===== src/rtl/pll_reconfig_seq.sv =====
// -----------------------------------------------------------------------------
// pll_reconfig_seq
//
// Retunes the video/system PLL through the Avalon-MM management port of the
// PLL reconfiguration IP. A requested clock profile is filtered for stability.
// The sequencer then writes the mode, fractional-M and start registers, and
// waits for the PLL to report lock.
//
// Ports:
//   clk              management clock (50 MHz)
//   reset            synchronous, active-high
//   profile[1:0]     requested profile (asynchronous to clk)
//   locked           PLL lock (asynchronous, double-synchronised here)
//   cfg_waitrequest  management port waitrequest
//   cfg_write        management write strobe
//   cfg_address[5:0] management address
//   cfg_data[31:0]   management write data
//   busy             reconfiguration sequence in progress
//   done             one-cycle pulse on successful completion
//   error            sticky lock-timeout flag
//   active_profile   last profile written to the PLL
// -----------------------------------------------------------------------------
module pll_reconfig_seq #(
    parameter logic [31:0] FRAC0         = 32'd3639383488,
    parameter logic [31:0] FRAC1         = 32'd2977614927,
    parameter logic [31:0] FRAC2         = 32'd3639383488,
    parameter logic [31:0] FRAC3         = 32'd2977614927,
    parameter int          RESET_PROFILE = 0,
    parameter int          STABLE_CYCLES = 2,
    parameter int          SETTLE_CYCLES = 16,
    parameter int          LOCK_TIMEOUT  = 1000000
) (
    input  logic        clk,
    input  logic        reset,
    input  logic [1:0]  profile,
    input  logic        locked,
    input  logic        cfg_waitrequest,
    output logic        cfg_write,
    output logic [5:0]  cfg_address,
    output logic [31:0] cfg_data,
    output logic        busy,
    output logic        done,
    output logic        error,
    output logic [1:0]  active_profile
);

    localparam logic [3:0]   STABLE_N    = 4'(STABLE_CYCLES);
    localparam logic [23:0]  SETTLE_LAST = 24'(SETTLE_CYCLES - 1);
    localparam logic [23:0]  LOCK_LAST   = 24'(LOCK_TIMEOUT - 1);
    localparam logic [1:0]   RESET_P     = 2'(RESET_PROFILE);
    localparam logic [127:0] FRAC_FLAT   = {FRAC3, FRAC2, FRAC1, FRAC0};

    typedef enum logic [2:0] {
        IDLE   = 3'd0,
        MODE   = 3'd1,
        FRAC   = 3'd2,
        START  = 3'd3,
        SETTLE = 3'd4,
        LOCK   = 3'd5
    } state_t;

    state_t      state_reg, state_next;
    logic [1:0]  p_reg;
    logic [3:0]  stab_cnt_reg;
    logic [1:0]  lock_sync_reg;
    logic [23:0] cnt_reg;
    logic [1:0]  target_reg;
    logic [1:0]  active_reg;
    logic        error_reg;
    logic [5:0]  addr_reg;
    logic [31:0] data_reg;

    logic        req_valid;
    logic        load_target;
    logic        apply_profile;
    logic        set_error;
    logic        clr_error;
    logic        lock_ok;
    logic [31:0] frac_sel;

    assign req_valid = (stab_cnt_reg == STABLE_N) && (p_reg != active_reg);
    assign lock_ok   = lock_sync_reg[1];
    assign frac_sel  = FRAC_FLAT[{target_reg, 5'b00000} +: 32];

    // Next-state and strobe decode
    always_comb begin
        state_next    = state_reg;
        cfg_write     = 1'b0;
        done          = 1'b0;
        load_target   = 1'b0;
        apply_profile = 1'b0;
        set_error     = 1'b0;
        clr_error     = 1'b0;
        case (state_reg)
            IDLE: begin
                if (req_valid) begin
                    load_target = 1'b1;
                    state_next  = MODE;
                end
            end
            MODE: begin
                cfg_write = 1'b1;
                if (!cfg_waitrequest) state_next = FRAC;
            end
            FRAC: begin
                cfg_write = 1'b1;
                if (!cfg_waitrequest) state_next = START;
            end
            START: begin
                cfg_write = 1'b1;
                if (!cfg_waitrequest) begin
                    apply_profile = 1'b1;
                    state_next    = SETTLE;
                end
            end
            SETTLE: begin
                if (cnt_reg == SETTLE_LAST) state_next = LOCK;
            end
            LOCK: begin
                // Lock wins over a timeout landing on the same cycle.
                if (lock_ok && !cfg_waitrequest) begin
                    done       = 1'b1;
                    clr_error  = 1'b1;
                    state_next = IDLE;
                end else if (cnt_reg == LOCK_LAST) begin
                    set_error  = 1'b1;
                    state_next = IDLE;
                end
            end
            default: state_next = IDLE;
        endcase
    end

    always_ff @(posedge clk) begin
        if (reset) begin
            state_reg     <= IDLE;
            p_reg         <= RESET_P;
            stab_cnt_reg  <= 4'd0;
            lock_sync_reg <= 2'b00;
            cnt_reg       <= 24'd0;
            target_reg    <= RESET_P;
            active_reg    <= RESET_P;
            error_reg     <= 1'b0;
            addr_reg      <= 6'd0;
            data_reg      <= 32'd0;
        end else begin
            state_reg     <= state_next;
            p_reg         <= profile;
            lock_sync_reg <= {lock_sync_reg[0], locked};

            // Stability filter: saturates at the threshold so a request that
            // stays stable while a sequence runs is still seen on return to IDLE.
            if (profile != p_reg) begin
                stab_cnt_reg <= 4'd0;
            end else if (stab_cnt_reg != STABLE_N) begin
                stab_cnt_reg <= stab_cnt_reg + 4'd1;
            end

            // Shared settle / lock-timeout counter, restarted on every state change.
            if (state_next != state_reg) begin
                cnt_reg <= 24'd0;
            end else if (state_reg == SETTLE || state_reg == LOCK) begin
                cnt_reg <= cnt_reg + 24'd1;
            end

            if (load_target)   target_reg <= p_reg;
            if (apply_profile) active_reg <= target_reg;

            if (set_error) begin
                error_reg <= 1'b1;
            end else if (clr_error) begin
                error_reg <= 1'b0;
            end

            // Address/data are loaded on entry to a write state and held
            // otherwise, so they stay stable across waitrequest stalls.
            if (state_next != state_reg) begin
                case (state_next)
                    MODE: begin
                        addr_reg <= 6'd0;
                        data_reg <= 32'd0;
                    end
                    FRAC: begin
                        addr_reg <= 6'd7;
                        data_reg <= frac_sel;
                    end
                    START: begin
                        addr_reg <= 6'd2;
                        data_reg <= 32'd0;
                    end
                    default: ;
                endcase
            end
        end
    end

    assign cfg_address    = addr_reg;
    assign cfg_data       = data_reg;
    assign busy           = (state_reg != IDLE);
    assign error          = error_reg;
    assign active_profile = active_reg;

endmodule


===== config.mk =====
export PLATFORM = sky130hd
export DESIGN_NAME = pll_reconfig_seq
export DESIGN_NICKNAME = d
export VERILOG_FILES = /design/src/rtl/pll_reconfig_seq.sv
export SDC_FILE = /design/constraint.sdc
export NUM_CORES = 1
export LEC_CHECK = 0
export CORE_MARGIN = 2
export CORE_UTILIZATION = 55
export CTS_CLUSTER_DIAMETER = 50
export DETAILED_ROUTE_END_ITERATION = 6
export PLACE_DENSITY = 0.85
export SYNTH_ARGS = -nofsm -noshare
export SYNTH_HDL_FRONTEND = slang
export SYNTH_SLANG_ARGS = --single-unit

===== constraint.sdc =====
create_clock -name clk -period 3.81 [get_ports clk]
set_input_delay 0.762 -clock clk [delete_from_list [all_inputs] [get_ports clk]]
set_output_delay 0.762 -clock clk [all_outputs]
set_load 0.01 [all_outputs]

**Yosys cells after proc, flatten, opt, wreduce, memory -nomap -nowiden**

Cells that the tools add are included.

- $add $sub $neg: 2
- Equal/unequal tests: 15
- Shifts and indexed selects: 1
- Multiplexer cells: 22
- Reduce and logical (&&, ||, !) cells: 15

Operators by type and width:

| kind | number |
|---|---|
| $shiftx A128 B8 Y32 const A | 1 |
| $pmux W32 S2 | 1 |
| $add A24 B1 Y24 const B | 1 |
| $eq A24 B20 Y1 const B | 1 |
| $eq A24 B4 Y1 const B | 1 |
| $mux W3 | 7 |
| $pmux W3 S6 | 1 |
| $pmux W6 S3 | 1 |
| $eq A3 B2 Y1 const B | 4 |
| $mux W1 | 12 |
| $eq A3 B1 Y1 const B | 2 |
| $eq A3 B3 Y1 const B | 2 |
| $reduce_bool A3 Y1 | 2 |
| $reduce_or A2 Y1 | 3 |
| $add A4 B1 Y4 const B | 1 |
| $eq A4 B2 Y1 const B | 1 |
| $ne A2 B2 Y1 | 2 |
| $ne A4 B2 Y1 const B | 1 |
| $reduce_and A2 Y1 | 2 |
| $reduce_bool A2 Y1 | 2 |
| $logic_not A3 Y1 | 1 |
| $ne A3 B3 Y1 | 1 |
| $reduce_or A3 Y1 | 1 |
| $logic_and A1 B1 Y1 | 2 |
| other kinds (2) | 2 |

- Bits in registers: 78
- Output and inout port bits: 44
- Word-level logic and storage cells: 65

**Logic depth before layout (Yosys ltp)**

- Depth in word-level cells: 8
- Depth in mapped cells: 8
- Gate-level depth less buffers: 7

**Worst setup path after synthesis**

OpenSTA, ideal clock, no wires.

- Path kind: register to register
- Start point: register stab_cnt_reg[0]
- End point: register cnt_reg[6]
- Arrival time: 1,908 ps
- Required time: 3,695 ps
- Setup slack: 1,787 ps
- Stages on the path, launching flop included: 9
- Path buffers: 1
- Period minus slack after synthesis: 2,023 ps
- Cell sequence: dfxtp_1 > inv_1 > ha_1 > or3b_4 > a211oi_4 > a211oi_2 > o31ai_4 > buf_6 > nor2_2

- Word-level cells in the longest chain between the ends: 6

Ends and longest elaborated chain:

| element | line | RTL |
|---|---|---|
| from (decl) | 64 | `logic [3:0] stab_cnt_reg;` |
| from (signal assigned) | 156 | `stab_cnt_reg <= stab_cnt_reg + 4'd1;` |
| $eq A4 B2 Y1 | 81 | `assign req_valid = (stab_cnt_reg == STABLE_N) && (p_reg != active_reg);` |
| $logic_and A1 B1 Y1 | 81 |  |
| $mux W3 | 96 | `if (req_valid) begin` |
| $pmux W3 S6 | 94 | `case (state_reg)` |
| $ne A3 B3 Y1 | 160 | `if (state_next != state_reg) begin` |
| $reduce_or A2 Y1 (no line) | -- |  |
| to (signal assigned) | 163 | `cnt_reg <= cnt_reg + 24'd1;` |
| to (decl) | 66 | `logic [23:0] cnt_reg;` |

No other way between the ends.
A chain may end at the register's enable or synchronous reset.

**Worst setup path after layout**

- Start point: register state_reg[2]
- End point: output port done

- Word-level cells in the longest chain between the ends: 2

Ends and longest elaborated chain:

| element | line | RTL |
|---|---|---|
| from (decl) | 62 | `state_t state_reg, state_next;` |
| from (signal assigned) | 147 | `state_reg <= state_next;` |
| $eq A3 B3 Y1 | 94 |  |
| $mux W1 | 94 |  |
| to (decl) | 42 | `output logic done,` |

No other way between the ends.

==> summary.md <==
| Metric | Value |
|---|---|
| Status | `completed` |
| Clk_skew | `around 4.4 ps` |
| Final core utilization | `63.0%` |
| Detail Route Antenna Nets | `0` |
| TNS Setup | `0 ps` |
| Largest family of logic cells by synthesized area | `simple AND/OR/NAND/NOR gates` |
| Synth warn | `0` |
| HPWL Detailed | `between 3 and 4 mm` |
| Synth top area cells | `dfxtp_1 (38%), buf_4 (10%), xor2_1 (6.9%)` |
| Mapped Avg Cell Area | `around 8.9 um^2` |
| Peak supply drop | `0.253 mV` |
| Clk pin slew, worst setup/hold paths | `approximately 80 ps` |
| DIE AREA | `just under 0.005 mm^2` |
| Iteration-0 DRC count of the detailed router | `101` |
| Core area | `around 0.0043 mm^2` |
| EDFF count, synth | `0` |
| Vias in the first global route | `~1600` |
| Unrepaired setup endpoints after global routing | `false` |
| Commonest non-fill, non-tap cell in the layout | `dfxtp_1` |
| Crit end category | `output pin` |
| Top cell type's share of synthesized area | `37.6%` |
| FFs w/ async S/R, synth | `0%` |
| Die width | `70.0 um` |
| Total track usage | `between 10% and 20%` |
| Synthesized instance count | `~270` |
| Period utilization | `76.4%` |
| I/O pins | `50` |
| Mux cell area share after synthesis | `less than 1%` |
| Routed vias/inst | `approximately 5.3` |
| Most frequent cells in the layout | `dfxtp_1 (45), clkdlybuf4s50_1 (39), nor2_1 (22)` |
| WHS | `approximately 460 ps` |
| DRT Pass-1 Iters | `4` |
| Proportion of layout cells with a drive suffix above 1 | `about an eighth` |
| Max-cap viol count | `0` |
| Root buffer cell | `clkbuf_8` |
| CTS tree | `done` |
| Initial antenna violation count | `0` |
| Port Buffer Count | `39` |
| First-pass GRT wire length | `about 7.5 mm` |
| Post-Synth Adder-Cell Area | `under 10%` |
| Clk sinks | `between 40 and 50` |
| Max-slew violations | `0` |
| Fmax | `about 340 MHz` |
| DR WL/cell | `13.2 um` |
| Hold Vio Cnt, Final | `0` |
| Flip-flop count of the largest register after layout | `24` |
| Most used DFF post-synth | `dfxtp_1` |
| Max-Slew Margin vs Limit | `50.3%` |
| Mapped Area | `approximately 0.0024 mm^2` |
| Residual DRC | `0` |
| FP Rows | `24` |
| Die height | `between 70 and 80 um` |
| Layout net count | `between 200 and 300` |
| P&R area growth vs syn | `12.1%` |
| Clk_lat worst skew | `roughly 300 ps` |
| HP Class | `register to register` |
| Critical Path RT | `~3000 ps` |
| Pwr/cell area | `302 mW/mm^2` |
| Grt ovf | `0` |
| #FFs+latches synth | `45` |
| Worst-margin pin slew | `approximately 740 ps` |
| Largest net degree at the start of global routing | `25` |
| Area fraction in compound gates after synthesis | `8.36%` |
| Setup Buffers After CTS | `0` |
| Sequential area share after synthesis | `around 38%` |
| # diodes | `0` |
| Leakage | `0.916 nW` |
| Max FO, Critical Path | `10` |
| Critical path launch point type | `register` |
| Post-synth top area cell | `dfxtp_1` |
| CP Class | `register to output pin` |
| Initial core utilization | `56.2%` |
| Via count | `roughly 1800` |
| H-tree depth | `2` |
| GPL Wtd Cong | `around 0.84` |
| # setup viols final | `0` |
| Num CTS Buffers | `5` |
| Routed WL | `about 4.4 mm` |
| Crit path DAT | `2150 ps` |
| XOR/XNOR share of the synthesized area | `a little under an eighth` |
| Number of hold buffers added after cts | `0` |
| Fin crit period | `2910 ps` |
| CTS Buffer Depth | `2` |
| Resize count post-CTS | `0` |
| Distinct cells, synth | `47` |
| Simple logic cell fraction of the synthesized area | `between 20% and 30%` |
layer usage:
layer / up-vias / part of all wire, % / routed length (um) / GRT usage [%]
met4: 0 / 1.6 / 71 / 5.98
met2: 34 / 47 / 2080 / 29.5
met5: - / 0 / 0 / 0
met1: 848 / 48 / 2130 / 25.4
met3: 7 / 3.4 / 152 / 5.48
li1: 899 / - / - / -
cell usage after synthesis, types with 2 or more instances:
cell type,number
nand2_1,18
nand2b_1,3
nor4b_1,2
nand3_1,13
ha_1,3
buf_6,2
inv_1,4
nor2_1,22
o32ai_1,2
and3_1,4
xor2_1,19
nand4_1,7
dfxtp_1,45
clkbuf_1,5
xnor2_1,12
and4_1,5
nor2b_1,6
o21ai_0,2
o22ai_1,2
nor4_2,2
nor2_2,20
buf_4,33
mux2i_1,2
a21oi_1,6
nor3_1,7
cell type report:
cell class / instances / area, um^2
fillers: 348 / 1580
multi-input cells: 187 / 1220
clock buffers: 7 / 86.3
repair buffers: 40 / 398
flip-flops and latches: 45 / 901
well taps: 52 / 65.1
inverters: 4 / 15.0
critical path, cell delays in order (launching register included):
cell             delay [ps]
dfxtp_1                 500
nor2b_1                 530
nand2_1                 110
nor2_1                  150
clkdlybuf4s50_1         560
logic make-up (layout without fill, tap and decap cells):
logic type	after synthesis	count (layout)
xor+xnor	31	31
fa+ha+maj	3	3
simple gates	117	117
mux	2	2
other cells	1	10
flops	45	45
compound gates	24	24
buf+inv	45	51
worst paths after layout:
kind / from / slack, ps / to / cells after the start
worst max-delay path: state_reg[2] / 900 / done / 4
worst min-delay path: lock_sync_reg[0] / 460 / lock_sync_reg[1] / 1
worst max register to register: stab_cnt_reg[0] / 1530 / cnt_reg[23] / 8
worst min register to register: lock_sync_reg[0] / 460 / lock_sync_reg[1] / 1
metrics by stage:
stage / setup WS, ps / total power, mW / cell area [um^2] / std cells
floorplan: 1790 / 0.524 / 2430 / 277
global placement: 965 / 0.527 / 2600 / 328
detailed placement: 922 / 0.528 / 2600 / 328
CTS: 889 / 0.814 / 2690 / 335
global route: 696 / 0.839 / 2690 / 335
finish: 897 / 0.811 / 2690 / 335
report_power, final:
group	internal (mW)	total [mW]	switching, mW
clock network	0.144	0.293	0.149
registers	0.473	0.477	0.00334
logic	0.0156	0.0405	0.0249
total	0.633	0.811	0.178
(Power assumes the default switching activity.)
==> edit 1 (config.mk and constraints unchanged) <==
Put one more register stage on the output `error`, without a reset. The value now appears one clock later. The other outputs are not delayed to match.
--- a/src/rtl/pll_reconfig_seq.sv
+++ b/src/rtl/pll_reconfig_seq.sv
@@ -197,7 +197,9 @@
     assign cfg_address    = addr_reg;
     assign cfg_data       = data_reg;
     assign busy           = (state_reg != IDLE);
-    assign error          = error_reg;
+    always_ff @(posedge clk) begin
+        error <= error_reg;
+    end
     assign active_profile = active_reg;
 
 endmodule
Behaviour: same outputs for any inputs over 10 cycles, from zero or initial values and one cycle with reset high; that may be too few to reach the edited logic, so the function may still have changed.
==> edit 1 against the unedited design <==
- synthesized area increased by 0.84%
- wire length down 0.59%
- total power up 3.1%
- setup slack lost 0.013 ns
- sequential cell count up 1
- via count rose by 0.45%
- final area grew 1.2%
- worst hold slack worse by 0.10 ns
- clock skew about the same
- die area up 0.79%
- sequential share of layout area increased by 0.34 points
- critical path depth unchanged
==> edit 1: results (changes against the unedited design) <==
CP peak stage delay -> 0.55 ns
Mean Syn Cell Area -> 8.98 sq um (was 8.94 sq um)
Max Freq -> 0.342 GHz (was 0.343 GHz)
GPL Wtd Cong -> 0.796 (was 0.842)
Global-route wire length before repair -> 7.39 mm (was 7.46 mm)
FFs w/ async S/R, synth -> 0% (unchanged)
Post-DR wirelength/cell -> 13.0 um (was 13.2 um)
DR pass1 iterations -> 4 (unchanged)
Bufs on Longest Clock Path -> 2 (unchanged)
Dpl cells -> 330 (was 328)
Clk network pwr share -> 36.8% (was 36.2%)
Fin cells -> 338 (was 335)
DR DRC count -> 0 (unchanged)
Min-delay src -> error_reg (was lock_sync_reg[0])
Status -> complete, no violations (unchanged)
Critical path's slowest cell -> clkdlybuf4s50_1 (unchanged)
Initial antenna violation count -> 0 (unchanged)
Min-Delay Endpoint -> error (was lock_sync_reg[1])
Diode count -> 0 (unchanged)
Root buf cell -> clkbuf_8 (unchanged)
Port Buffers -> 39 (unchanged)
Register area share after synthesis -> 38.1% (was 37.6%)
Rel. slew slack -> 51.2% (was 50.3%)
Vias in the first global route -> 1593 (was 1629)
Reg2reg setup slack -> 1.56 ns (was 1.53 ns)
Initial drt markers -> 83 (was 101)
Grt met1 use -> 24.9% (was 25.4%)
Placement Cell Area -> 0.00263 sq mm (was 0.00260 sq mm)
Worst r2r src -> stab_cnt_reg[0] (unchanged)
Max reg flops -> 24 (unchanged)
Data arrival, critical path -> 2.16 ns
CTS Buf Count -> 5 (unchanged)
Post-DP HPWL -> 3.27 mm (was 3.19 mm)
Setup TNS -> 0 ns (unchanged)
GRT Util Overall -> 18.4% (was 18.9%)
M1 WL -> 2.03 mm (was 2.13 mm)
Final Net Count -> 294 (was 292)
Layout cell share with drive strength beyond 1 -> 13.6% (was 13.1%)
Hold Path Stages -> 0 (was 1)
Post-synth top cells -> 46 x dfxtp_1, 33 x buf_4, 22 x nor2_1 (was 45 x dfxtp_1, 33 x buf_4, 22 x nor2_1)
H-tree levels -> 2 (unchanged)
Post-synth cell types -> 47 (unchanged)
Top cells by area, synth -> dfxtp_1 38%, buf_4 10%, xor2_1 6.9% (unchanged)
Wire length on met2 -> 2.12 mm (was 2.08 mm)
Worst-path clk slew -> 0.08 ns (about the same)
Largest net degree at the start of global routing -> 25 (unchanged)
M3 GR Usage -> 4.33% (was 5.48%)
R2r endpoint -> cnt_reg[15] (was cnt_reg[23])
Ys Warns -> 0 (unchanged)
Pleak -> 0.933 nW (was 0.916 nW)
DR vias -> 1796 (was 1788)
Worst vdd ir -> 0.231 mV (was 0.253 mV)
Sw power -> 189 uW (was 178 uW)
Met2 Usage GRT -> 28.8% (was 29.5%)
Setup slack at placement -> 0.939 ns (was 0.922 ns)
Met3 Wirelength -> 194 um (was 152 um)
Hold_ws -> 0.359 ns (was 0.459 ns)
Clock Skews -> 0.00489 ns (was 0.00444 ns)
Clk_lat worst skew -> 0.30 ns (about the same)
Post-CTS sizing -> 0 (unchanged)
[edit 1: changes by cell type after synthesis, sizes merged]
cell / change
dfxtp: +1
[edit 1: how the worst max path moves through the flow]
stage | start | to | depth (start not counted)
floorplan | stab_cnt_reg[0] | cnt_reg[6] | 8
global placement | cfg_waitrequest | done | 4
detailed placement | cfg_waitrequest | done | 4
CTS | state_reg[2] | done | 4
global route | state_reg[2] | done | 4
finish | state_reg[2] | done | 4
[edit 1: final cells by class]
class | instances | area, sq um
Multi-Input combinational cell | 187 | 1220
Tap cell | 52 | 65.1
Inverter | 4 | 15.0
Clock buffer | 7 | 86.3
Fill cell | 360 | 1580
Sequential cell | 46 | 921
Clock inverter | 1 | 5.00
Timing Repair Buffer | 41 | 405
[edit 1: cell families (layout without fill, tap and decap cells)]
group | after synthesis | count (layout) | share of synthesized area (%)
AO/OA/AOI/OAI | 24 | 24 | 8.29
XOR/XNOR | 31 | 31 | 11.2
adder cells (fa/ha/maj) | 3 | 3 | 1.55
buffers and inverters | 45 | 53 | 12.8
flip-flops | 46 | 46 | 38.1
multiplexers | 2 | 2 | 0.829
other | 1 | 10 | 0.155
AND/OR/NAND/NOR | 117 | 117 | 27.0
[edit 1: worst max-delay path: cells and delay by family, from the launching register on]
kind / cells / cell delay, ns
simple gates: 3 / 0.80
buf+inv: 1 / 0.55
flops: 1 / 0.51
[edit 1: power by group through the flow]
| stage | sequential, mW | combinational [mW] | clock [mW] |
|---|---|---|---|
| 2_1_floorplan | 0.498 | 0.0370 | 0 |
| 3_3_place_gp | 0.498 | 0.0403 | 0 |
| 3_5_place_dp | 0.498 | 0.0411 | 0 |
| 4_1_cts | 0.487 | 0.0413 | 0.311 |
| 5_1_grt | 0.488 | 0.0455 | 0.332 |
| 6_report | 0.487 | 0.0410 | 0.307 |
==> edit 2 (same settings) <==
Made on the original files. Set the parameter `FRAC0` to 32'd2729537616 (it was 32'd3639383488).
--- a/src/rtl/pll_reconfig_seq.sv
+++ b/src/rtl/pll_reconfig_seq.sv
@@ -21,7 +21,7 @@
 //   active_profile   last profile written to the PLL
 // -----------------------------------------------------------------------------
 module pll_reconfig_seq #(
-    parameter logic [31:0] FRAC0         = 32'd3639383488,
+    parameter logic [31:0] FRAC0         = 32'd2729537616,
     parameter logic [31:0] FRAC1         = 32'd2977614927,
     parameter logic [31:0] FRAC2         = 32'd3639383488,
     parameter logic [31:0] FRAC3         = 32'd2977614927,
Function: same outputs for any inputs over 10 cycles, from zero or initial values and one cycle with reset high; that may be too few to reach the edited logic, so the function may still have changed.
==> edit 2 against the unedited design <==
- wire length increased by 4.2%
- sequential share of layout area increased by 1.1 points
- sequential cell count up 4
- setup slack got worse by 0.026 ns
- synthesized area rose by 2.9%
- final area is 5.5% higher
- clock skew up 0.0061 ns
- count of clock-buffer cells in the layout did not move
- total power grew 15%
==> edit 2: results (changes against the unedited design) <==
Status -> complete, no violations (unchanged)
Initial drt markers -> 97 (was 101)
Top cells by area, synth -> dfxtp_1 40%, buf_4 8.8%, xor2_1 6.0% (was dfxtp_1 38%, buf_4 10%, xor2_1 6.9%)
Global-route wire length before repair -> 7.78 mm (was 7.46 mm)
WL final -> 4.61 mm (was 4.43 mm)
M3 GR Usage -> 4.42% (was 5.48%)
Worst-path fanout max -> 6 (was 10)
CP peak stage delay -> 0.60 ns (was 0.56 ns)
Post-synth top cells -> 49 x dfxtp_1, 36 x nor2_1, 29 x buf_4 (was 45 x dfxtp_1, 33 x buf_4, 22 x nor2_1)
Post-synth cell types -> 47 (unchanged)
Worst vdd ir -> 0.305 mV (was 0.253 mV)
Xor/xnor share of the synthesized area -> 10.7% (was 11.3%)
Post-synthesis compound-gate area fraction -> 9.74% (was 8.36%)
Final Net Count -> 297 (was 292)
Max reg flops -> 24 (unchanged)
Met2 Usage GRT -> 32.1% (was 29.5%)
Mapped Cells -> 270 (was 268)
Dpl cells -> 333 (was 328)
Commonest register cell after synthesis -> dfxtp_1 (unchanged)
Port Buffers -> 43 (was 39)
Post-DP HPWL -> 3.29 mm (was 3.19 mm)
Vias in the first global route -> 1734 (was 1629)
Fillers -> 354 (was 348)
Post-synthesis mux area share -> 2.49% (was 0.836%)
Data arrival, critical path -> 2.18 ns (was 2.15 ns)
Post-synthesis adder-cell area fraction -> 1.52% (was 1.57%)
DR vias -> 1828 (was 1788)
Post-DR wirelength/cell -> 13.5 um (was 13.2 um)
GPL Wtd Cong -> 0.854 (was 0.842)
GRT Util Overall -> 19.2% (was 18.9%)
Layout cell share with drive strength beyond 1 -> 11.1% (was 13.1%)
Pleak -> 1.03 nW (was 0.916 nW)
Register area share after synthesis -> 39.8% (was 37.6%)
==> edit 2: changes by cell type in the layout (fill, tap and decap cells not counted), moves of 4 or more <==
| cell | change |
|---|---|
| nand2_1 | -6 |
| inv_1 | +6 |
| dfxtp_1 | +4 |
| nand3_1 | -6 |
| conb_1 | -4 |
| nor2_2 | -10 |
| clkdlybuf4s50_1 | +4 |
| nor2_1 | +14 |
| and4_1 | -4 |
==> edit 2: layout make-up <==
class / count / share of cell area (%)
clock inverter: 1 / 1.06
sequential: 49 / 34.6
clock buffer: 7 / 3.05
tap: 52 / 2.30
timing repair buffer: 43 / 15.2
multi-input combinational: 179 / 42.4
inverter: 10 / 1.33
==> edit 2: where the power goes <==
part           internal [mW]  switching (mW)  leakage (nW)  total [mW]
clock network          0.214           0.165        0.0585       0.379
registers              0.515         0.00333         0.396       0.519
logic                 0.0141          0.0226         0.573      0.0367
==> edit 2: worst max-delay path: cells and delay by family <==
kind | cells | cell delay [ns]
buffers and inverters | 2 | 1.09
and+or+nand+nor | 1 | 0.33
==> edit 2: metal layers <==
metal	vias to the layer above	wire length, um	part of all wire (%)
met1	869	2040	44
met4	0	112	2.4
met3	11	176	3.8
li1	912	-	-
met2	36	2280	49
met5	-	0	0
==> edit 2: cells by family after synthesis <==
| family | Yosys count |
|---|---|
| buffers and inverters | 47 |
| flip-flops | 49 |
| adder cells (fa/ha/maj) | 3 |
| AO/OA/AOI/OAI | 29 |
| multiplexers | 6 |
| XOR/XNOR | 30 |
| AND/OR/NAND/NOR | 105 |
| other | 1 |
==> edit 2: stage by stage <==
stage                     area [sq um]  hold slack, ns  util [%]  worst slack, ns  total power [mW]
after floorplan                   2480           0.414         -             1.81             0.562
after global placement            2720           0.427      62.8            0.929             0.566
after detailed placement          2720           0.453      62.8            0.894             0.567
after CTS                         2830           0.472      65.5            0.875             0.942
after global routing              2830           0.477      65.5            0.808             0.963
final                             2830           0.469      65.5            0.871             0.934
==> edit 2: path summary, 6_finish.rpt <==
path / startpoint / endpoint / slack (ns) / cells past startpoint
hold reg to reg: lock_sync_reg[0] / lock_sync_reg[1] / 0.47 / 1
setup / recovery: cfg_waitrequest / done / 0.87 / 3
setup reg to reg: cnt_reg[0] / cnt_reg[17] / 1.21 / 7
hold / removal: lock_sync_reg[0] / lock_sync_reg[1] / 0.47 / 1
